`src/rtl/lm_port_arbiter.sv`:
```
// Two-requester local-memory port arbiter: burst ownership with MAX_BURST forced release and bus lock.
// Define LM_ARB_ROUND_ROBIN_EN for round-robin tie-break; default build is fixed priority to requester 0.
module lm_port_arbiter #(
  parameter int D_WIDTH           = 32,
  parameter int LM_MEM_ADDR_WIDTH = 8,
  parameter int LM_MEM_WIDTH      = 32,
  parameter int MAX_BURST         = 16,
  localparam int NE               = LM_MEM_WIDTH / 8,
  localparam int CW               = $clog2(MAX_BURST + 1)
) (
  input  logic                           iClk,
  input  logic                           iReset_n,
  input  logic [1:0]                     iReq_Valid,
  input  logic [1:0]                     iReq_Write,
  input  logic [1:0]                     iReq_Last,
  input  logic [2*LM_MEM_ADDR_WIDTH-1:0] iReq_Address,
  input  logic [2*D_WIDTH-1:0]           iReq_WriteData,
  input  logic [2*NE-1:0]                iReq_ByteEnable,
  output logic [1:0]                     oReq_Accept,
  output logic [1:0]                     oRsp_Valid,
  output logic [D_WIDTH-1:0]             oRsp_Data,
  output logic [NE-1:0]                  oLM_WriteEnable,
  output logic                           oLM_ReadEnable,
  output logic [LM_MEM_ADDR_WIDTH-1:0]   oLM_WriteAddress,
  output logic [LM_MEM_ADDR_WIDTH-1:0]   oLM_ReadAddress,
  output logic [D_WIDTH-1:0]             oLM_WriteData,
  input  logic [D_WIDTH-1:0]             iLM_ReadData,
  output logic [1:0]                     oDbg_State
);

  // Handshake: a beat transfers on a rising edge where iReq_Valid[x] and oReq_Accept[x] are both high.
  typedef enum logic [1:0] {
    ST_IDLE = 2'd0,
    ST_OWN0 = 2'd1,
    ST_OWN1 = 2'd2
  } state_e;

  state_e        state_q, state_d;
  logic [CW-1:0] cnt_q, cnt_d;
  logic [1:0]    rsp_q, rsp_d;

  logic                         sel;
  logic                         owned;
  logic                         v_sel;
  logic                         w_sel;
  logic                         l_sel;
  logic                         fire;
  logic [CW-1:0]                cnt_inc;
  logic [LM_MEM_ADDR_WIDTH-1:0] addr_sel;
  logic [D_WIDTH-1:0]           data_sel;
  logic [NE-1:0]                be_sel;
  state_e                       tie_winner;

`ifdef LM_ARB_ROUND_ROBIN_EN
  logic last_owner_q, last_owner_d;

  // Contested grant goes to whoever did not hold the previous one.
  always_comb begin
    tie_winner = last_owner_q ? ST_OWN0 : ST_OWN1;
  end
`else
  always_comb begin
    tie_winner = ST_OWN0;
  end
`endif

  always_comb begin
    owned    = (state_q != ST_IDLE);
    sel      = (state_q == ST_OWN1);
    v_sel    = sel ? iReq_Valid[1] : iReq_Valid[0];
    w_sel    = sel ? iReq_Write[1] : iReq_Write[0];
    l_sel    = sel ? iReq_Last[1]  : iReq_Last[0];
    addr_sel = sel ? iReq_Address[2*LM_MEM_ADDR_WIDTH-1:LM_MEM_ADDR_WIDTH]
                   : iReq_Address[LM_MEM_ADDR_WIDTH-1:0];
    data_sel = sel ? iReq_WriteData[2*D_WIDTH-1:D_WIDTH] : iReq_WriteData[D_WIDTH-1:0];
    be_sel   = sel ? iReq_ByteEnable[2*NE-1:NE] : iReq_ByteEnable[NE-1:0];
    fire     = owned && v_sel;
    cnt_inc  = cnt_q + 1'b1;
  end

  always_comb begin
    oReq_Accept      = 2'b00;
    oLM_WriteEnable  = '0;
    oLM_ReadEnable   = 1'b0;
    oLM_WriteAddress = '0;
    oLM_ReadAddress  = '0;
    oLM_WriteData    = '0;
    if (state_q == ST_OWN0) oReq_Accept[0] = iReq_Valid[0];
    if (state_q == ST_OWN1) oReq_Accept[1] = iReq_Valid[1];
    if (fire && w_sel) begin
      oLM_WriteEnable  = be_sel;
      oLM_WriteAddress = addr_sel;
      oLM_WriteData    = data_sel;
    end
    if (fire && !w_sel) begin
      oLM_ReadEnable  = 1'b1;
      oLM_ReadAddress = addr_sel;
    end
  end

  always_comb begin
    state_d = state_q;
    cnt_d   = cnt_q;
    rsp_d   = 2'b00;
`ifdef LM_ARB_ROUND_ROBIN_EN
    last_owner_d = last_owner_q;
`endif
    case (state_q)
      ST_IDLE: begin
        case (iReq_Valid)
          2'b01:   state_d = ST_OWN0;
          2'b10:   state_d = ST_OWN1;
          2'b11:   state_d = tie_winner;
          default: state_d = ST_IDLE;
        endcase
`ifdef LM_ARB_ROUND_ROBIN_EN
        if (state_d == ST_OWN0) last_owner_d = 1'b0;
        if (state_d == ST_OWN1) last_owner_d = 1'b1;
`endif
      end
      ST_OWN0, ST_OWN1: begin
        // Missing valid without Last keeps the grant: the owner's burst is locked in.
        if (fire) begin
          if (!w_sel) rsp_d = sel ? 2'b10 : 2'b01;
          if (l_sel || (cnt_inc == CW'(MAX_BURST))) begin
            state_d = ST_IDLE;
            cnt_d   = '0;
          end else begin
            cnt_d = cnt_inc;
          end
        end
      end
      default: begin
        state_d = ST_IDLE;
        cnt_d   = '0;
      end
    endcase
  end

  always_ff @(posedge iClk or negedge iReset_n) begin
    if (!iReset_n) begin
      state_q <= ST_IDLE;
      cnt_q   <= '0;
      rsp_q   <= 2'b00;
`ifdef LM_ARB_ROUND_ROBIN_EN
      last_owner_q <= 1'b1;
`endif
    end else begin
      state_q <= state_d;
      cnt_q   <= cnt_d;
      rsp_q   <= rsp_d;
`ifdef LM_ARB_ROUND_ROBIN_EN
      last_owner_q <= last_owner_d;
`endif
    end
  end

  // Response is tagged with its requester at issue time, so it survives any grant change.
  always_comb begin
    oRsp_Valid = rsp_q;
    oRsp_Data  = (|rsp_q) ? iLM_ReadData : '0;
    oDbg_State = state_q;
  end

endmodule

```
`config.mk`:
```
export PLATFORM = sky130hd
export DESIGN_NAME = lm_port_arbiter
export DESIGN_NICKNAME = d
export VERILOG_FILES = /design/src/rtl/lm_port_arbiter.sv
export SDC_FILE = /design/constraint.sdc
export NUM_CORES = 1
export LEC_CHECK = 0
export CAP_MARGIN = 0
export CORE_AREA = 2 2 86 88
export CTS_BUF_LIST = sky130_fd_sc_hd__clkbuf_2
export CTS_CLUSTER_SIZE = 30
export DETAILED_ROUTE_END_ITERATION = 10
export DIE_AREA = 0 0 88 90
export PLACE_DENSITY = 0.85
export SLEW_MARGIN = 40
export SYNTH_ARGS = -nofsm -noshare
export SYNTH_HDL_FRONTEND = slang
export SYNTH_SLANG_ARGS = --single-unit
```
`constraint.sdc`:
```
create_clock -name iClk -period 2.54 [get_ports iClk]
set_input_delay 0.254 -clock iClk [delete_from_list [all_inputs] [get_ports iClk]]
set_output_delay 0.254 -clock iClk [all_outputs]
set_load 0.005 [all_outputs]
```
==> impl_metrics.ini, run 1 <==
[timing]
slew_headroom_pct = 72.7
final_hold_viol_count = 0
grt_setup_unrepaired = false
skew_ns = 0.0164
fmax_mhz = 418
worstMarginPinSlew_ns = 0.408
tns_ns = 0
holdWs_ns = 0.283
drv_slew = 0
fin_crit_sh_pct = 94.3
period_needed_ns = 2.39
setup_ws_ns = 0.146
setup_viol = 0

[final_layout]
fin_area_sq_um = 3870
antenna_cells = 0
layout-drive-gt1-share_pct = 4.94
stdcell_count = 524
final_common_cell = clkdlybuf4s50_1
layout.nets = 558
final_cell_mix = 216 x clkdlybuf4s50_1, 52 x nor2_1, 45 x mux2i_1, 32 x nor2b_1, 11 x nand2_1
syn2layout_area_growth_pct = 153
final_core_util_pct = 55.1

[status]
status = finished, final reports clean

[drt]
drt-initial-drc-count = 65
ant_nets = 0
viasPerCell = 4.46
first_pass_iters = 7
drt_wl_total_microns = 7290
drc = 0
vias = 2337
wire_per_inst_microns = 13.9

[pwr]
seqPwrFrac_pct = 11.4
power.total_mw = 1.94
switching_power_mw = 0.802
power_frac_comb_pct = 84.1
power.share.switching_pct = 41.4
p_per_area_nw_per_um2 = 500
pwr-share-clk_pct = 4.6
peakVddDrop_uv = 219
p_int_mw = 1.13
p_leak_nw = 1.43

[floorplan]
initial_core_util_pct = 21.8
num_io_pins = 219
die_h_microns = 90
dieArea_sq_um = 7920
std_cell_rows = 31
core_sq_um = 7020
die_x_microns = 88

[global_routing]
grt_max_degree = 41
grt_antenna_before_repair = 0
track_usage_pct = 17.0
grt_pass1_vias = 2278
overflow = 0
grt_pass1_wl_microns = 10800

[placement]
io_buffer_count = 218
globalplace.congestion = 0.889
dp.cells = 519
place_area_sq_um = 3810
dpl_worst_slack_ns = 0.188
dp_hpwl_microns = 6300

[clock_network]
htreeDepth = 1
tritoncts = yes
insertion_delay_ns = 0.25
clockBufferDepth = 2
clkTransAtPathRegs_ns = 0.11
cts_num_sinks = 9
cts_root_buffer = clkbuf_2
cts_inserted_buffers = 3

[setup_path]
crit_path_start_kind = register
required_ns = 2.29
path_class = register to output pin
r2r_cells = 7
end_kind = output pin
critical_path_arrival_ns = 2.14
cp_max_fo = 40

[synth]
ys_seq_elements = 9
synth_nets = 343
seq_area_frac_synth_pct = 14.7
synth_area_per_cell_sq_um = 7.25
netlist_instances = 211
ys_warn_count = 0
synth_area_sq_um = 1530
synth.distinct_cells = 32

[run]
drv_cap = 0

[min_path]
min_path_type = primary input to async pin
## logic make-up (layout without fill, tap and decap cells)
logic type | count (synthesis) | after routing | share of synthesized area, %
AND/OR/NAND/NOR | 112 | 112 | 35.6
multiplexers | 46 | 46 | 30.3
buffers and inverters | 21 | 235 | 7.11
AO/OA/AOI/OAI | 19 | 19 | 8.91
flip-flops | 9 | 9 | 14.7
adder cells (fa/ha/maj) | 4 | 4 | 3.27
## sequential cells by signal (all words and copies together) (netlist names)
name        flops
cnt_q           5
oDbg_State      2
oRsp_Valid      2
## worst max-delay path, cell delays in order (launching register included)
cell             delay, ns
dfrtp_1               0.43
inv_2                 0.10
ha_4                  0.19
nand3_1               0.08
o21ai_1               0.10
nand2b_1              0.11
buf_8                 0.19
nor2_1                0.15
clkdlybuf4s50_1       0.53
## path summary, 6_finish.rpt
path | from | to | slack (ns)
setup reg to reg | oDbg_State[0] | cnt_q[3] | 0.62
max in group asynchronous | iReset_n | oDbg_State[1] | 1.93
hold / removal | iReset_n | cnt_q[3] | 0.28
hold reg to reg | cnt_q[2] | cnt_q[2] | 0.56
min in group iClk | cnt_q[2] | cnt_q[2] | 0.56
setup / recovery | oDbg_State[0] | oLM_WriteData[8] | 0.15
## cell type report
type                       count  area, sq um
inverter                       6         22.5
tap                           99          124
clock buffer                   3         15.0
clock inverter                 1         5.00
timing repair buffer         225         2260
fill                         641         3150
multi-input combinational    181         1210
sequential                     9          226
## power groups by stage
stage / clock, mW / sequential (mW) / combinational [mW]
2_1_floorplan: 0 / 0.210 / 0.841
3_3_place_gp: 0 / 0.217 / 1.58
3_5_place_dp: 0 / 0.220 / 1.60
4_1_cts: 0.0896 / 0.217 / 1.61
5_1_grt: 0.0985 / 0.228 / 1.76
6_report: 0.0888 / 0.220 / 1.63
## synth_stat cells
library cell	n	area, sq um
and2_1	2	12.5
dfrtp_1	9	225
inv_1	5	18.8
mux2i_1	45	450
and3_1	2	12.5
a211o_1	1	8.76
inv_2	1	3.75
mux2i_2	1	13.8
a21oi_1	4	20.0
and4b_1	1	10.0
a21o_4	1	15.0
buf_4	4	30.0
o211ai_1	3	22.5
nor3_1	1	5.00
nand2b_1	3	18.8
o21a_1	1	7.51
o32ai_1	1	8.76
buf_6	1	11.3
o21ai_1	5	25.0
a2111oi_2	1	15.0
nand4_1	1	6.26
clkbuf_1	4	15.0
nor2_1	53	199
buf_2	6	30.0
o2bb2ai_1	1	8.76
ha_1	4	50.1
nor4_2	1	12.5
nand3_1	4	20.0
nand3b_1	1	7.51
o21ai_0	1	5.00
nand2_1	11	41.3
nor2b_1	32	200
## routing by layer
layer	vias to the layer above	track usage (%)	share of wire (%)
met5	-	0	0
met4	0	5.51	2.4
met3	10	3.31	9.9
met2	160	33.1	52
met1	1030	17.3	35
li1	1137	-	-
## what timing repair did
action | CTS | global route
endpoints found under the setup margin | 21 | 47
setup buffers | 0 | 1
resized for setup | 2 | 7
hold buffers | 0 | 0
(Power assumes the default switching activity.)
==> run 2, diff against run 1 <==
- CAP_MARGIN: 0 -> 5
==> results of run 2 <==
Final layout, timing and power as in run 1 (identical DEF).
